File: src/rtl/axis_reg_slice.sv
// rtl/axis_reg_slice.sv - 2-entry stream register slice with registered ready
module axis_reg_slice (
    input  logic        clk,
    input  logic        resetn,
    input  logic [31:0] s_tdata,
    input  logic [3:0]  s_tstrb,
    input  logic        s_tlast,
    input  logic        s_tvalid,
    output logic        s_tready,
    output logic [31:0] m_tdata,
    output logic [3:0]  m_tstrb,
    output logic        m_tlast,
    output logic        m_tvalid,
    input  logic        m_tready
);

    logic [31:0] skid_tdata;
    logic [3:0]  skid_tstrb;
    logic        skid_tlast;
    logic        skid_valid;
    logic        skid_valid_nxt;
    logic        accept;
    logic        out_free;

    assign accept   = s_tvalid && s_tready;
    assign out_free = !m_tvalid || m_tready;

    // Ready is a register of "skid will be empty", so m_tready never reaches s_tready combinationally.
    always_comb begin
        skid_valid_nxt = skid_valid;
        if (out_free)
            skid_valid_nxt = 1'b0;
        else if (accept)
            skid_valid_nxt = 1'b1;
    end

    always_ff @(posedge clk or negedge resetn) begin
        if (!resetn) begin
            m_tdata    <= '0;
            m_tstrb    <= '0;
            m_tlast    <= 1'b0;
            m_tvalid   <= 1'b0;
            skid_tdata <= '0;
            skid_tstrb <= '0;
            skid_tlast <= 1'b0;
            skid_valid <= 1'b0;
            s_tready   <= 1'b0;
        end else begin
            s_tready   <= !skid_valid_nxt;
            skid_valid <= skid_valid_nxt;
            if (out_free) begin
                if (skid_valid) begin
                    m_tdata  <= skid_tdata;
                    m_tstrb  <= skid_tstrb;
                    m_tlast  <= skid_tlast;
                    m_tvalid <= 1'b1;
                end else begin
                    m_tvalid <= accept;
                    if (accept) begin
                        m_tdata <= s_tdata;
                        m_tstrb <= s_tstrb;
                        m_tlast <= s_tlast;
                    end
                end
            end else if (accept) begin
                skid_tdata <= s_tdata;
                skid_tstrb <= s_tstrb;
                skid_tlast <= s_tlast;
            end
        end
    end

endmodule

File: config.mk
export PLATFORM = sky130hd
export DESIGN_NAME = axis_reg_slice
export DESIGN_NICKNAME = d
export VERILOG_FILES = /design/src/rtl/axis_reg_slice.sv
export SDC_FILE = /design/constraint.sdc
export NUM_CORES = 1
export LEC_CHECK = 0
export ABC_AREA = 1
export CORE_AREA = 5 5 119 76
export CTS_BUF_LIST = sky130_fd_sc_hd__clkbuf_4 sky130_fd_sc_hd__clkbuf_8
export DETAILED_ROUTE_END_ITERATION = 10
export DIE_AREA = 0 0 124 81
export PLACE_DENSITY = 0.78
export SETUP_SLACK_MARGIN = 0.1
export SYNTH_ARGS = -nofsm -noshare
export SYNTH_HDL_FRONTEND = slang
export SYNTH_SLANG_ARGS = --single-unit
File: constraint.sdc
create_clock -name clk -period 1 [get_ports clk]
set_input_delay 0.2 -clock clk [delete_from_list [all_inputs] [get_ports clk]]
set_output_delay 0.2 -clock clk [all_outputs]
set_load 0.02 [all_outputs]
### Yosys cells after proc, flatten, opt, wreduce, memory -nomap -nowiden

Index checks and enable logic that the tools add are counted.

| storage, ports and cells | value |
|---|---|
| logic and storage cells | 26 |
| register bits after elaboration | 77 |
| bits of input ports | 41 |
| output and inout port bits | 39 |

| cells by class | value |
|---|---|
| mux-type cells | 9 |
| bitwise logic cells | 1 |
| reduce and logical (&&, ||, !) cells | 7 |

Operator list:

| operator | count |
|---|---|
| 2-to-1 mux 32 bit | 2 |
| 2-to-1 mux 4 bit | 2 |
| 2-to-1 mux 1 bit | 5 |
| AND reduction 2 bit | 2 |
| zero test 1 bit | 2 |
| nonzero test 2 bit | 1 |
| logical AND 1 bit | 1 |
| logical OR 1 bit | 1 |
| inverter 1 bit | 1 |

### Logic depth before layout (Yosys ltp)

| logic depth | value |
|---|---|
| depth after elaboration | 4 |
| depth in mapped cells | 7 |
| gate-level depth less buffers | 5 |

### Least setup slack after synthesis

OpenSTA, ideal clock, no wires.

| path | value |
|---|---|
| kind | register -> register |
| start | register s_tready |
| end | register m_tdata[0] |
| buffers on the path | 2 |
| period minus slack after synthesis | 1.207 ns |
| setup time | 0.118 ns |
| required time | 0.882 ns |
| arrival time | 1.089 ns |
| setup slack | -0.207 ns |
| stages on the path, launching flop included | 8 |
| cells stage by stage | dfrtp_1 nand2_2 nand2_2 nand2_2 buf_6 buf_6 nand2_1 nand2_1 |

| between the ends | value |
|---|---|
| word-level cells in the longest chain between the ends | 3 |

Ends and longest elaborated chain:

| item | line | RTL |
|---|---|---|
| start: declaration | 9 | `output logic s_tready,` |
| start signal: assignment | 49 | `s_tready <= !skid_valid_nxt;` |
| logical AND 1 bit | 25 | `assign accept = s_tvalid && s_tready;` |
| nonzero test 2 bit (no source line) | n/a |  |
| AND reduction 2 bit (no source line) | n/a |  |
| end signal: assignment | 53 | `m_tdata <= skid_tdata;` |
| end signal: assignment | 60 | `m_tdata <= s_tdata;` |
| end: declaration | 10 | `output logic [31:0] m_tdata,` |

Every way passes these cells.
A chain may end at the register's enable or synchronous reset.

### Final worst setup path

| path | value |
|---|---|
| start | register s_tready |
| end | register m_tdata[29] |

Same word-level chain as after synthesis.

==> reports/summary.json <==
{
  "timing.critical_path.arrival_ns": 1.47,
  "total_number_of_vias": 3446,
  "ant_nets": 0,
  "nets": 624,
  "synthesis.instances": 447,
  "wirelength_um": 10200,
  "pre_cts_ws_ns": -0.450,
  "worstSetupStartpointType": "register",
  "routed_vias_inst": 4.95,
  "leakage_nw": 2.91,
  "antenna_found_initial": 0,
  "grt_pass1_vias": 3229,
  "synthesis_warnings": 0,
  "num_rows": 25,
  "grt_setup_unrepaired": "true",
  "holdWs_ns": 0.246,
  "wl_met1_um": 4360,
  "post_route_cells_drive_above_1_share": 0.281,
  "routed-wl-met2_um": 5020,
  "first_pass_iters": 5,
  "cts_num_sinks": 77,
  "worst_ir_drop_vdd_uv": 1120,
  "grt-ovfl-total": 0,
  "antenna_cells_inserted": 0,
  "timing.critical_path.to_type": "register",
  "worst_r2r_path_depth": 7,
  "run_status": "finished, violations left",
  "timing.rr.start": "s_tready",
  "intPower_mw": 8.47,
  "filler_cell_count": 602,
  "power_per_cell_area_mw_per_mm2": 2330,
  "synth_nets": 488,
  "endpoint": "m_tdata[29]",
  "placement.io_buffers": 79,
  "die_width_um": 124,
  "drc_errors": 0,
  "worst_hold_path_type": "in2async",
  "grtUsageTotal": 0.204,
  "worst_slew_pin_slew_ns": 0.262,
  "die_height_um": 81,
  "cts_made_buffers": 9,
  "synth.ff_latch_count": 77,
  "timing.slew.headroom": 0.825,
  "utilization": 0.698,
  "initial_utilization": 0.452,
  "violated_checks": "setup timing",
  "criticalPathCategory": "reg2reg",
  "cts_root_buf": "sky130_fd_sc_hd__clkbuf_8",
  "achievable-frequency_ghz": 0.846,
  "yosysSeqAreaShare": 0.552,
  "avgRoutedWirePerCell_um": 14.7,
  "clk_path_buf_depth": 2,
  "fp.dieArea_mm2": 0.0100,
  "num_io_pins": 80,
  "design_power_total_mw": 12.6,
  "top_layer": "met4",
  "synthDistinctLibCells": 14,
  "hold_viol_final": 0,
  "timing.final.setup_violations": 115,
  "postLayoutSetupSlackWorst_ns": -0.181,
  "postSynthAreaPerCell_um2": 7.81,
  "maxCapViolations": 0,
  "wire_length_of_the_first_global_routing_pass_um": 15900,
  "flow.area_growth_from_synthesis_pct": 54.5,
  "timing.setup.tns_ns": -13.88,
  "sw_frac_of_total": 0.327,
  "clock_skew_ns": 0.00618,
  "clkLatencyLatePin_ns": 0.35,
  "seq_power_share": 0.374,
  "detailedRoute.firstIterationViolations": 363,
  "cp_data_required_time_ns": 1.29,
  "timing.final.max_slew_violations": 0,
  "period_share": 1.18,
  "tritoncts": "built",
  "crit_path_start": "s_tready",
  "synth.top_cell.area_share": 0.552,
  "ys_top_cells_by_area": "sky130_fd_sc_hd__dfrtp_1 (55%), sky130_fd_sc_hd__nand2_1 (32%), sky130_fd_sc_hd__nand3_1 (5.3%), sky130_fd_sc_hd__buf_6 (3.2%), sky130_fd_sc_hd__buf_2 (1.3%)",
  "finalCriticalPeriod_ns": 1.18,
  "p_clk_frac": 0.240,
  "cts.reportedPaths.clkPinSlew_ns": 0.08,
  "floorplan.core_area_mm2": 0.00773,
  "gpl.final_weighted_congestion": 0.757,
  "worstReg2RegEnd": "m_tdata[29]",
  "rrSetupSlack_ns": -0.18,
  "p_sw_mw": 4.12,
  "route.met3.wl_um": 791,
  "pin_count_of_the_biggest_net_entering_global_routing": 38,
  "share_comb_of_total_power": 0.386,
  "place.detailed.hpwl_um": 6330,
  "htree_levels": 3,
  "total_standard_cell_area_after_synthesis_mm2": 0.00349,
  "netlist.top_cell.by_area": "sky130_fd_sc_hd__dfrtp_1",
  "crit_path_max_fanout": 11
}
routing by layer:
metal	up-vias	GRT usage
met5	-	0
met4	0	0.0437
met3	6	0.0626
met2	132	0.343
met1	1666	0.261
li1	1642	-
worst min-delay path by stage:
stage / start / cells past startpoint / slack (ns) / to
floorplan: resetn / 0 / -0.1 / m_tdata[0]
global placement: resetn / 1 / 0.07 / m_tstrb[3]
detailed placement: resetn / 1 / 0.07 / m_tstrb[0]
CTS: resetn / 2 / 0.23 / m_tdata[0]
global route: resetn / 2 / 0.25 / m_tdata[0]
finish: resetn / 2 / 0.25 / m_tdata[0]
repair_timing:
item | CTS | global route
pin swaps | 5 | 18
endpoints found under the setup margin | 116 | 116
endpoints found under the hold margin | 77 | 0
buffers inserted | 15 | 16
gates cloned | 1 | 1
hold buffers | 1 | 0
gates resized for setup | 246 | 32
area by class of cell:
type	instances	area (µm²)	share of cell area
clock buffers	13	173	0.0320
well taps	108	135	0.0251
repair buffers	151	1540	0.285
flip-flops and latches	77	1930	0.358
clock inverters	3	90.1	0.0167
inverters	3	13.8	0.00255
multi-input cells	341	1520	0.281
kinds of logic after synthesis:
| logic type | after synthesis | synth area share |
|---|---|---|
| AND/OR/NAND/NOR | 340 | 0.386 |
| flip-flops | 77 | 0.552 |
| buffers and inverters | 29 | 0.0602 |
| AO/OA/AOI/OAI | 1 | 0.00143 |
stage by stage:
stage                     cell area, µm²  std cells
after floorplan                     3520        447
after global placement              4620        646
after detailed placement            4620        646
after CTS                           5150        679
after global routing                5390        696
final                               5390        696
power groups by stage:
| stage | clock network, mW | registers [mW] | logic, mW |
|---|---|---|---|
| floorplan | 0 | 5.12 | 1.40 |
| detailed placement | 0 | 4.64 | 3.86 |
| CTS | 3.08 | 4.68 | 4.35 |
| global placement | 0 | 4.60 | 3.74 |
| global route | 3.23 | 4.82 | 5.24 |
| finish | 3.02 | 4.71 | 4.86 |
critical path, stage by stage (launching register included):
cell and delay [ns]:
sky130_fd_sc_hd__dfrtp_2 0.42, sky130_fd_sc_hd__buf_6 0.13, sky130_fd_sc_hd__nand2_8 0.09, sky130_fd_sc_hd__nand2_8 0.08, sky130_fd_sc_hd__nand2_8 0.11, sky130_fd_sc_hd__buf_12 0.15, sky130_fd_sc_hd__nand2_1 0.07, sky130_fd_sc_hd__nand2_1 0.07
cell usage after synthesis (all sizes together):
| master | n |
|---|---|
| nand2 | 301 |
| dfrtp | 77 |
| nand3 | 37 |
| buf | 25 |
| inv | 3 |
| a21oi | 1 |
| clkbuf | 1 |
| nand4 | 1 |
| nor2 | 1 |
placed cells by master, fill, tap and decap left out:
master | Yosys | layout
sky130_fd_sc_hd__nand2_1 | 297 | 274
sky130_fd_sc_hd__dfrtp_1 | 77 | 75
sky130_fd_sc_hd__buf_4 | 4 | 58
sky130_fd_sc_hd__buf_6 | 10 | 41
sky130_fd_sc_hd__clkdlybuf4s50_1 | 0 | 39
sky130_fd_sc_hd__nand3_1 | 37 | 32
sky130_fd_sc_hd__nand2_2 | 4 | 18
sky130_fd_sc_hd__clkbuf_8 | 0 | 12
sky130_fd_sc_hd__buf_12 | 0 | 9
sky130_fd_sc_hd__nand2_4 | 0 | 5
sky130_fd_sc_hd__nand3_2 | 0 | 5
sky130_fd_sc_hd__nand2_8 | 0 | 4
sky130_fd_sc_hd__bufinv_16 | 0 | 3
sky130_fd_sc_hd__dfrtp_2 | 0 | 2
sky130_fd_sc_hd__inv_4 | 0 | 1
sky130_fd_sc_hd__inv_2 | 2 | 1
sky130_fd_sc_hd__a21oi_1 | 1 | 1
sky130_fd_sc_hd__inv_1 | 1 | 1
sky130_fd_sc_hd__nand4_2 | 1 | 1
sky130_fd_sc_hd__nor2_4 | 1 | 1
sky130_fd_sc_hd__clkbuf_4 | 0 | 1
sky130_fd_sc_hd__buf_16 | 0 | 1
sky130_fd_sc_hd__clkbuf_16 | 0 | 1
sky130_fd_sc_hd__dlygate4sd3_1 | 0 | 1
sky130_fd_sc_hd__buf_2 | 9 | 1
state kept, by name (all words and copies together) (netlist names), 4 cells and up:
signal / flops
skid_tdata: 32
m_tstrb: 4
skid_tstrb: 4
m_tdata: 32
Note: power is estimated with default switching activity, not from simulation.
